$ cat src/rtl/muldiv_pkg.sv
// Shared types and constants for the mult/div sequencer: FSM states, op select
// encodings and the default datapath width.
package muldiv_pkg;

    localparam int DEFAULT_WIDTH = 32;

    localparam logic OP_MULT = 1'b0;
    localparam logic OP_DIV  = 1'b1;

    typedef enum logic [2:0] {
        ST_IDLE,
        ST_CLEAR,
        ST_START,
        ST_WAIT,
        ST_COMMIT
    } state_t;

endpackage

$ cat src/rtl/muldiv_if.sv
// Bundle of the control-unit request/response signals and the mult/div unit
// handshakes. The slave modport is the sequencer's view; master is the environment.
interface muldiv_if
    import muldiv_pkg::*;
#(
    parameter int WIDTH = DEFAULT_WIDTH
);
    // Control-unit side
    logic             op_start;
    logic             op_sel;
    logic [WIDTH-1:0] from_a;
    logic [WIDTH-1:0] from_b;
    logic [WIDTH-1:0] hi;
    logic [WIDTH-1:0] lo;
    logic             busy;
    logic             done;
    logic             div_zero_exc;
    logic             timeout;

    // Datapath-unit side
    logic             unit_reset;
    logic [WIDTH-1:0] op_a;
    logic [WIDTH-1:0] op_b;
    logic             mult_ctrl;
    logic             mult_done;
    logic [WIDTH-1:0] mult_hi;
    logic [WIDTH-1:0] mult_lo;
    logic             div_ctrl;
    logic             div_done;
    logic             div0;
    logic [WIDTH-1:0] div_hi;
    logic [WIDTH-1:0] div_lo;

    modport slave (
        input  op_start, op_sel, from_a, from_b,
        input  mult_done, mult_hi, mult_lo, div_done, div0, div_hi, div_lo,
        output hi, lo, busy, done, div_zero_exc, timeout,
        output unit_reset, op_a, op_b, mult_ctrl, div_ctrl
    );

    modport master (
        output op_start, op_sel, from_a, from_b,
        output mult_done, mult_hi, mult_lo, div_done, div0, div_hi, div_lo,
        input  hi, lo, busy, done, div_zero_exc, timeout,
        input  unit_reset, op_a, op_b, mult_ctrl, div_ctrl
    );

endinterface

$ cat src/rtl/hilo_regs.sv
// Architectural HI/LO register pair; both halves load together from one write
// enable so a commit is never partial.
module hilo_regs #(
    parameter int WIDTH = muldiv_pkg::DEFAULT_WIDTH
) (
    input  logic             clk,
    input  logic             rst,
    input  logic             we,
    input  logic [WIDTH-1:0] hi_in,
    input  logic [WIDTH-1:0] lo_in,
    output logic [WIDTH-1:0] hi,
    output logic [WIDTH-1:0] lo
);

    // NOTE: architectural state is cleared by the async reset; software may read HI/LO before any op.
    always_ff @(posedge clk or posedge rst) begin
        if (rst) begin
            hi <= '0;
            lo <= '0;
        end else if (we) begin
            hi <= hi_in;
            lo <= lo_in;
        end
    end

endmodule

$ cat src/rtl/muldiv_controller.sv
// Sequencer between the control unit and the multi-cycle mult/div units.
// Optional WAIT-state watchdog is enabled by defining MULDIV_TIMEOUT_EN.
module muldiv_controller
    import muldiv_pkg::*;
#(
    parameter int WIDTH          = DEFAULT_WIDTH,
    parameter int TIMEOUT_CYCLES = 1024
) (
    input logic     clk,
    input logic     rst,
    muldiv_if.slave bus
);

    if (TIMEOUT_CYCLES < 1) begin : g_timeout_range
        $error("TIMEOUT_CYCLES must be at least 1");
    end

    state_t           state;
    logic             op_sel_q;
    logic [WIDTH-1:0] stage_hi;
    logic [WIDTH-1:0] stage_lo;
    logic             hilo_we;
    logic             unit_done;
    logic             div_abort;
    logic             timeout_q;

`ifdef MULDIV_TIMEOUT_EN
    localparam logic [WIDTH-1:0] TIMEOUT_LAST = WIDTH'(TIMEOUT_CYCLES - 1);
    logic [WIDTH-1:0] wait_cnt;
`endif

    assign unit_done = (op_sel_q == OP_MULT) ? bus.mult_done : bus.div_done;
    assign div_abort = (op_sel_q == OP_DIV) && bus.div0;
    assign bus.timeout = timeout_q;

    always_ff @(posedge clk or posedge rst) begin
        if (rst) begin
            state            <= ST_IDLE;
            op_sel_q         <= OP_MULT;
            bus.op_a         <= '0;
            bus.op_b         <= '0;
            bus.unit_reset   <= 1'b0;
            bus.mult_ctrl    <= 1'b0;
            bus.div_ctrl     <= 1'b0;
            bus.busy         <= 1'b0;
            bus.done         <= 1'b0;
            bus.div_zero_exc <= 1'b0;
            timeout_q        <= 1'b0;
            stage_hi         <= '0;
            stage_lo         <= '0;
            hilo_we          <= 1'b0;
`ifdef MULDIV_TIMEOUT_EN
            wait_cnt         <= '0;
`endif
        end else begin
            // NOTE: pulse outputs default low here with <=, so each case arm only states when they fire.
            bus.unit_reset   <= 1'b0;
            bus.done         <= 1'b0;
            bus.div_zero_exc <= 1'b0;
            timeout_q        <= 1'b0;
            hilo_we          <= 1'b0;

            case (state)
                ST_IDLE: begin
                    if (bus.op_start) begin
                        op_sel_q       <= bus.op_sel;
                        bus.op_a       <= bus.from_a;
                        bus.op_b       <= bus.from_b;
                        bus.unit_reset <= 1'b1;
                        bus.busy       <= 1'b1;
                        state          <= ST_CLEAR;
                    end
                end

                ST_CLEAR: begin
                    bus.mult_ctrl <= (op_sel_q == OP_MULT);
                    bus.div_ctrl  <= (op_sel_q == OP_DIV);
                    state         <= ST_START;
                end

                ST_START: begin
`ifdef MULDIV_TIMEOUT_EN
                    wait_cnt <= '0;
`endif
                    state <= ST_WAIT;
                end

                ST_WAIT: begin
                    // Div0 outranks DivDone: the divider's results are meaningless then.
                    if (div_abort) begin
                        bus.div_zero_exc <= 1'b1;
                        bus.done         <= 1'b1;
                        bus.mult_ctrl    <= 1'b0;
                        bus.div_ctrl     <= 1'b0;
                        state            <= ST_COMMIT;
                    end else if (unit_done) begin
                        // The divider reports quotient on HI; MIPS wants remainder in HI.
                        stage_hi      <= (op_sel_q == OP_MULT) ? bus.mult_hi : bus.div_lo;
                        stage_lo      <= (op_sel_q == OP_MULT) ? bus.mult_lo : bus.div_hi;
                        hilo_we       <= 1'b1;
                        bus.done      <= 1'b1;
                        bus.mult_ctrl <= 1'b0;
                        bus.div_ctrl  <= 1'b0;
                        state         <= ST_COMMIT;
                    end
`ifdef MULDIV_TIMEOUT_EN
                    else if (wait_cnt == TIMEOUT_LAST) begin
                        timeout_q     <= 1'b1;
                        bus.done      <= 1'b1;
                        bus.mult_ctrl <= 1'b0;
                        bus.div_ctrl  <= 1'b0;
                        state         <= ST_COMMIT;
                    end else begin
                        wait_cnt <= wait_cnt + 1'b1;
                    end
`endif
                end

                ST_COMMIT: begin
                    bus.busy <= 1'b0;
                    state    <= ST_IDLE;
                end

                default: state <= ST_IDLE;
            endcase
        end
    end

    hilo_regs #(.WIDTH(WIDTH)) u_hilo (
        .clk   (clk),
        .rst   (rst),
        .we    (hilo_we),
        .hi_in (stage_hi),
        .lo_in (stage_lo),
        .hi    (bus.hi),
        .lo    (bus.lo)
    );

endmodule

$ cat src/flat_wrapper.sv
// flat-port wrapper written by rule: the top's interface ports become plain ports
module muldiv_controller_flat import muldiv_pkg::*;
#(
    parameter int WIDTH          = DEFAULT_WIDTH,
    parameter int TIMEOUT_CYCLES = 1024
)
  (clk, rst, bus_op_start, bus_op_sel, bus_from_a, bus_from_b, bus_mult_done, bus_mult_hi, bus_mult_lo, bus_div_done, bus_div0, bus_div_hi, bus_div_lo, bus_hi, bus_lo, bus_busy, bus_done, bus_div_zero_exc, bus_timeout, bus_unit_reset, bus_op_a, bus_op_b, bus_mult_ctrl, bus_div_ctrl);
  muldiv_if #(.WIDTH(WIDTH)) bus_i ();
  input logic clk;
  input logic rst;
  input wire logic [$bits(bus_i.op_start)-1:0] bus_op_start;
  input wire logic [$bits(bus_i.op_sel)-1:0] bus_op_sel;
  input wire logic [$bits(bus_i.from_a)-1:0] bus_from_a;
  input wire logic [$bits(bus_i.from_b)-1:0] bus_from_b;
  input wire logic [$bits(bus_i.mult_done)-1:0] bus_mult_done;
  input wire logic [$bits(bus_i.mult_hi)-1:0] bus_mult_hi;
  input wire logic [$bits(bus_i.mult_lo)-1:0] bus_mult_lo;
  input wire logic [$bits(bus_i.div_done)-1:0] bus_div_done;
  input wire logic [$bits(bus_i.div0)-1:0] bus_div0;
  input wire logic [$bits(bus_i.div_hi)-1:0] bus_div_hi;
  input wire logic [$bits(bus_i.div_lo)-1:0] bus_div_lo;
  output wire logic [$bits(bus_i.hi)-1:0] bus_hi;
  output wire logic [$bits(bus_i.lo)-1:0] bus_lo;
  output wire logic [$bits(bus_i.busy)-1:0] bus_busy;
  output wire logic [$bits(bus_i.done)-1:0] bus_done;
  output wire logic [$bits(bus_i.div_zero_exc)-1:0] bus_div_zero_exc;
  output wire logic [$bits(bus_i.timeout)-1:0] bus_timeout;
  output wire logic [$bits(bus_i.unit_reset)-1:0] bus_unit_reset;
  output wire logic [$bits(bus_i.op_a)-1:0] bus_op_a;
  output wire logic [$bits(bus_i.op_b)-1:0] bus_op_b;
  output wire logic [$bits(bus_i.mult_ctrl)-1:0] bus_mult_ctrl;
  output wire logic [$bits(bus_i.div_ctrl)-1:0] bus_div_ctrl;
  assign bus_i.op_start = bus_op_start;
  assign bus_i.op_sel = bus_op_sel;
  assign bus_i.from_a = bus_from_a;
  assign bus_i.from_b = bus_from_b;
  assign bus_i.mult_done = bus_mult_done;
  assign bus_i.mult_hi = bus_mult_hi;
  assign bus_i.mult_lo = bus_mult_lo;
  assign bus_i.div_done = bus_div_done;
  assign bus_i.div0 = bus_div0;
  assign bus_i.div_hi = bus_div_hi;
  assign bus_i.div_lo = bus_div_lo;
  assign bus_hi = bus_i.hi;
  assign bus_lo = bus_i.lo;
  assign bus_busy = bus_i.busy;
  assign bus_done = bus_i.done;
  assign bus_div_zero_exc = bus_i.div_zero_exc;
  assign bus_timeout = bus_i.timeout;
  assign bus_unit_reset = bus_i.unit_reset;
  assign bus_op_a = bus_i.op_a;
  assign bus_op_b = bus_i.op_b;
  assign bus_mult_ctrl = bus_i.mult_ctrl;
  assign bus_div_ctrl = bus_i.div_ctrl;
  muldiv_controller #(.WIDTH(WIDTH), .TIMEOUT_CYCLES(TIMEOUT_CYCLES)) u_core (.clk(clk), .rst(rst), .bus(bus_i));
endmodule
$ cat config.mk
export PLATFORM = sky130hd
export DESIGN_NAME = muldiv_controller_flat
export DESIGN_NICKNAME = d
export VERILOG_FILES = /design/src/rtl/muldiv_pkg.sv /design/src/rtl/muldiv_if.sv /design/src/rtl/hilo_regs.sv /design/src/rtl/muldiv_controller.sv /design/src/flat_wrapper.sv
export SDC_FILE = /design/constraint.sdc
export NUM_CORES = 1
export LEC_CHECK = 0
export ABC_AREA = 1
export BUFFER_PORTS_ARGS = -buffer_cell sky130_fd_sc_hd__clkbuf_2
export CELL_PAD_IN_SITES_DETAIL_PLACEMENT = 1
export CELL_PAD_IN_SITES_GLOBAL_PLACEMENT = 1
export CORE_MARGIN = 2
export CORE_UTILIZATION = 38
export DETAILED_ROUTE_END_ITERATION = 10
export PLACE_DENSITY = 0.95
export REMOVE_ABC_BUFFERS = 1
export SYNTH_ARGS = -nofsm -noshare
export SYNTH_HDL_FRONTEND = slang
export SYNTH_SLANG_ARGS = --single-unit
$ cat constraint.sdc
create_clock -name clk -period 10.2 [get_ports clk]
set_input_delay 2.04 -clock clk [delete_from_list [all_inputs] [get_ports clk]]
set_output_delay 2.04 -clock clk [all_outputs]
set_load 0.01 [all_outputs]
==> flow_summary.toml <==
[outcome]
status = "finished clean"

[timing]
min_period_ns = 3.830
finalClockSkew_ns = 0.01256
worst_slew_pin_slew_ns = 1.196
fin_tns_setup_ns = 0
finalSetupViolCount = 0
rsz0062_at_grt = "false"
hold_violations = 0
slew_headroom_pct = 20.28
fmax_mhz = 261.1
period_share_pct = 37.55
final_max_slew_viol_count = 0

[grt]
antenna_found_initial = 2
grt_remaining_overflow = 0
grt_max_degree = 128
grt_pass1_vias = 8040
globalRouteTotalUtil_pct = 22.14
grt_pass1_wl_um = 42210

[detailed_routing]
routed_wl_um = 26690
avgViaCountPerCell = 4.903
postRouteAntennaNets = 0
routedWlPerCell_um = 17.23
route.detailed.drc = 0
drtPass1Iterations = 4
vias = 7595
drt_iter0_drc = 362

[power_and_ir_drop]
p_per_area_nw_per_um2 = 317.2
pwr-share-comb_pct = 38.0
power_mw = 3.503
power.share.sequential_pct = 39.3
peakVddDrop_mv = 0.1186
p_sw_share_pct = 39.23
power.leakage_nw = 6.434
p_sw_mw = 1.374
pwr-share-clk_pct = 22.6
power.internal_mw = 2.129

[floorplan]
ios = 334
fp.dieW_um = 154.2
start_util_pct = 39.02
std_cell_rows = 54
core_um2 = 21960
dieHeight_um = 154.2
fp.dieArea_um2 = 23770

[clock_network]
cts-buffers-inserted = 22
clkSinkCount = 203
ctsHoldBuffers = 0
clkTransAtPathRegs_ns = 0.06
clockRootBuffer = "clkbuf_16"
insertion_delay_ns = 0.50
post_cts_buffers = 0
h-tree-depth = 1
clock_path_buffers = 3
cts_tree = "done"
cts.repair.resized = 0

[placed_design]
place.gp.congestion = 0.8196
place_hpwl_um = 18660
port_buffers = 332
dp_cells = 1508

[job]
maxCapViolations = 0

[yosys]
synth_cells = 946
syn_avg_cell_area_um2 = 9.057
ys_seq_elements = 203
synth_top_flop_cell = "dfrtp_1"
synth_edf_count = 0
ys_seq_area_share_pct = 59.29
yosysUniqueCellTypes = 16
async_flop_share_pct = 100.0
netlist_area_um2 = 8568
yosysWarnings = 0

[setup_path]
crit_fanout = 65
endpoint_kind = "flip-flop"
arrival_ns = 4.21
worstPathRequired_ns = 10.58
start_kind = "primary input"
criticalPathCategory = "primary input to flip-flop"

[layout]
final_cells = 1549
area_delta_synth_final_pct = 28.91
drive_gt1_share_pct = 35.80
layout_common_cells = "528 x nand2_1, 332 x clkbuf_2, 201 x dfrtp_1, 66 x nand3_1, 64 x mux2_2"
final_util_pct = 50.30
nets = 1451
mostFrequentLayoutCell = "nand2_1"

[hold_path]
worstHoldPathType = "flip-flop to flip-flop"
routing by layer:
layer | vias to the layer above | global-route usage (%) | wire length [µm]
li1 | 3553 | - | -
met1 | 3691 | 25.67 | 10490
met2 | 292 | 39.85 | 13250
met3 | 57 | 5.750 | 2108
met4 | 2 | 7.343 | 819
met5 | - | 0 | 13
path summary, 6_finish.rpt:
| kind | from | end | slack [ns] | cells after the start |
|---|---|---|---|---|
| setup / recovery | bus_div0 | u_core.stage_lo[19] | 6.37 | 9 |
| hold / removal | u_core.stage_lo[1] | u_core.stage_lo[1] | 0.47 | 2 |
| setup reg to reg | u_core.op_sel_q | u_core.stage_lo[19] | 6.88 | 9 |
| hold reg to reg | u_core.stage_lo[1] | u_core.stage_lo[1] | 0.47 | 2 |
| max in group asynchronous | rst | u_core.op_sel_q | 6.89 | 3 |
| min in group asynchronous | rst | u_core.bus.op_b[17] | 1.69 | 2 |
flip-flops by register name, indices dropped and copies added (netlist names):
register and cells:
u_core.bus.done 1, u_core.bus.div_zero_exc 1, u_core.stage_lo 32, u_core.u_hilo.hi 32, u_core.bus.unit_reset 1, u_core.stage_hi 32
u_core.bus.mult_ctrl 1, u_core.bus.op_a 32, u_core.hilo_we 1, u_core.bus.busy 1, u_core.bus.op_b 32, u_core.u_hilo.lo 32
u_core.state 3, u_core.bus.div_ctrl 1, u_core.op_sel_q 1
power groups by stage:
stage	Sequential, mW	Combinational [mW]	Clock (mW)
3_3_place_gp	1.36	1.27	0
6_report	1.38	1.33	0.793
4_1_cts	1.38	1.36	0.812
3_5_place_dp	1.39	1.34	0
2_1_floorplan	1.47	0.651	0
5_1_grt	1.42	1.48	0.840
metrics by stage:
stage / instance area, µm² / worst slack, ns / hold slack, ns
after global placement: 10320 / 5.920 / 0.4477
after global routing: 11050 / 6.135 / 0.4898
after CTS: 11040 / 6.336 / 0.4738
after detailed placement: 10320 / 5.816 / 0.4569
final: 11050 / 6.370 / 0.4716
after floorplan: 8233 / 2.621 / 0.4364
worst max-delay path, stage by stage:
cell and delay (ns):
clkbuf_2 0.08, nand2_1 0.15, inv_2 0.07, nor2_4 0.09, buf_4 0.55, nand2_2 0.55
buf_4 0.43, nand2_1 0.12, nand2_1 0.07
logic make-up after synthesis:
logic type / share of synthesized area [%]
muxes: 8.411
DFF: 59.29
and+or+nand+nor: 27.48
buffers and inverters: 4.483
other: 0.04377
AOI/OAI and AO/OA: 0.2920
cell type report:
type / count / area [µm²]
antenna: 1 / 2.502
multi-input combinational: 673 / 3117
clock buffer: 26 / 596.8
clock inverter: 14 / 126.4
sequential: 203 / 5082
fill: 2669 / 10910
tap: 280 / 350.3
timing repair buffer: 339 / 1714
inverter: 13 / 56.30
Yosys cell counts (3+ instances only):
master	count	share of area, %
a21oi_1	3	0.18
buf_2	34	2.0
buf_4	11	0.96
buf_6	5	0.66
clkbuf_1	7	0.31
dfrtp_1	203	59
inv_1	7	0.31
inv_2	6	0.26
mux2_2	64	8.4
nand2_1	529	23
nand3_1	67	3.9
nor2_1	3	0.13
No activity file was read; power rests on OpenSTA's default activity.
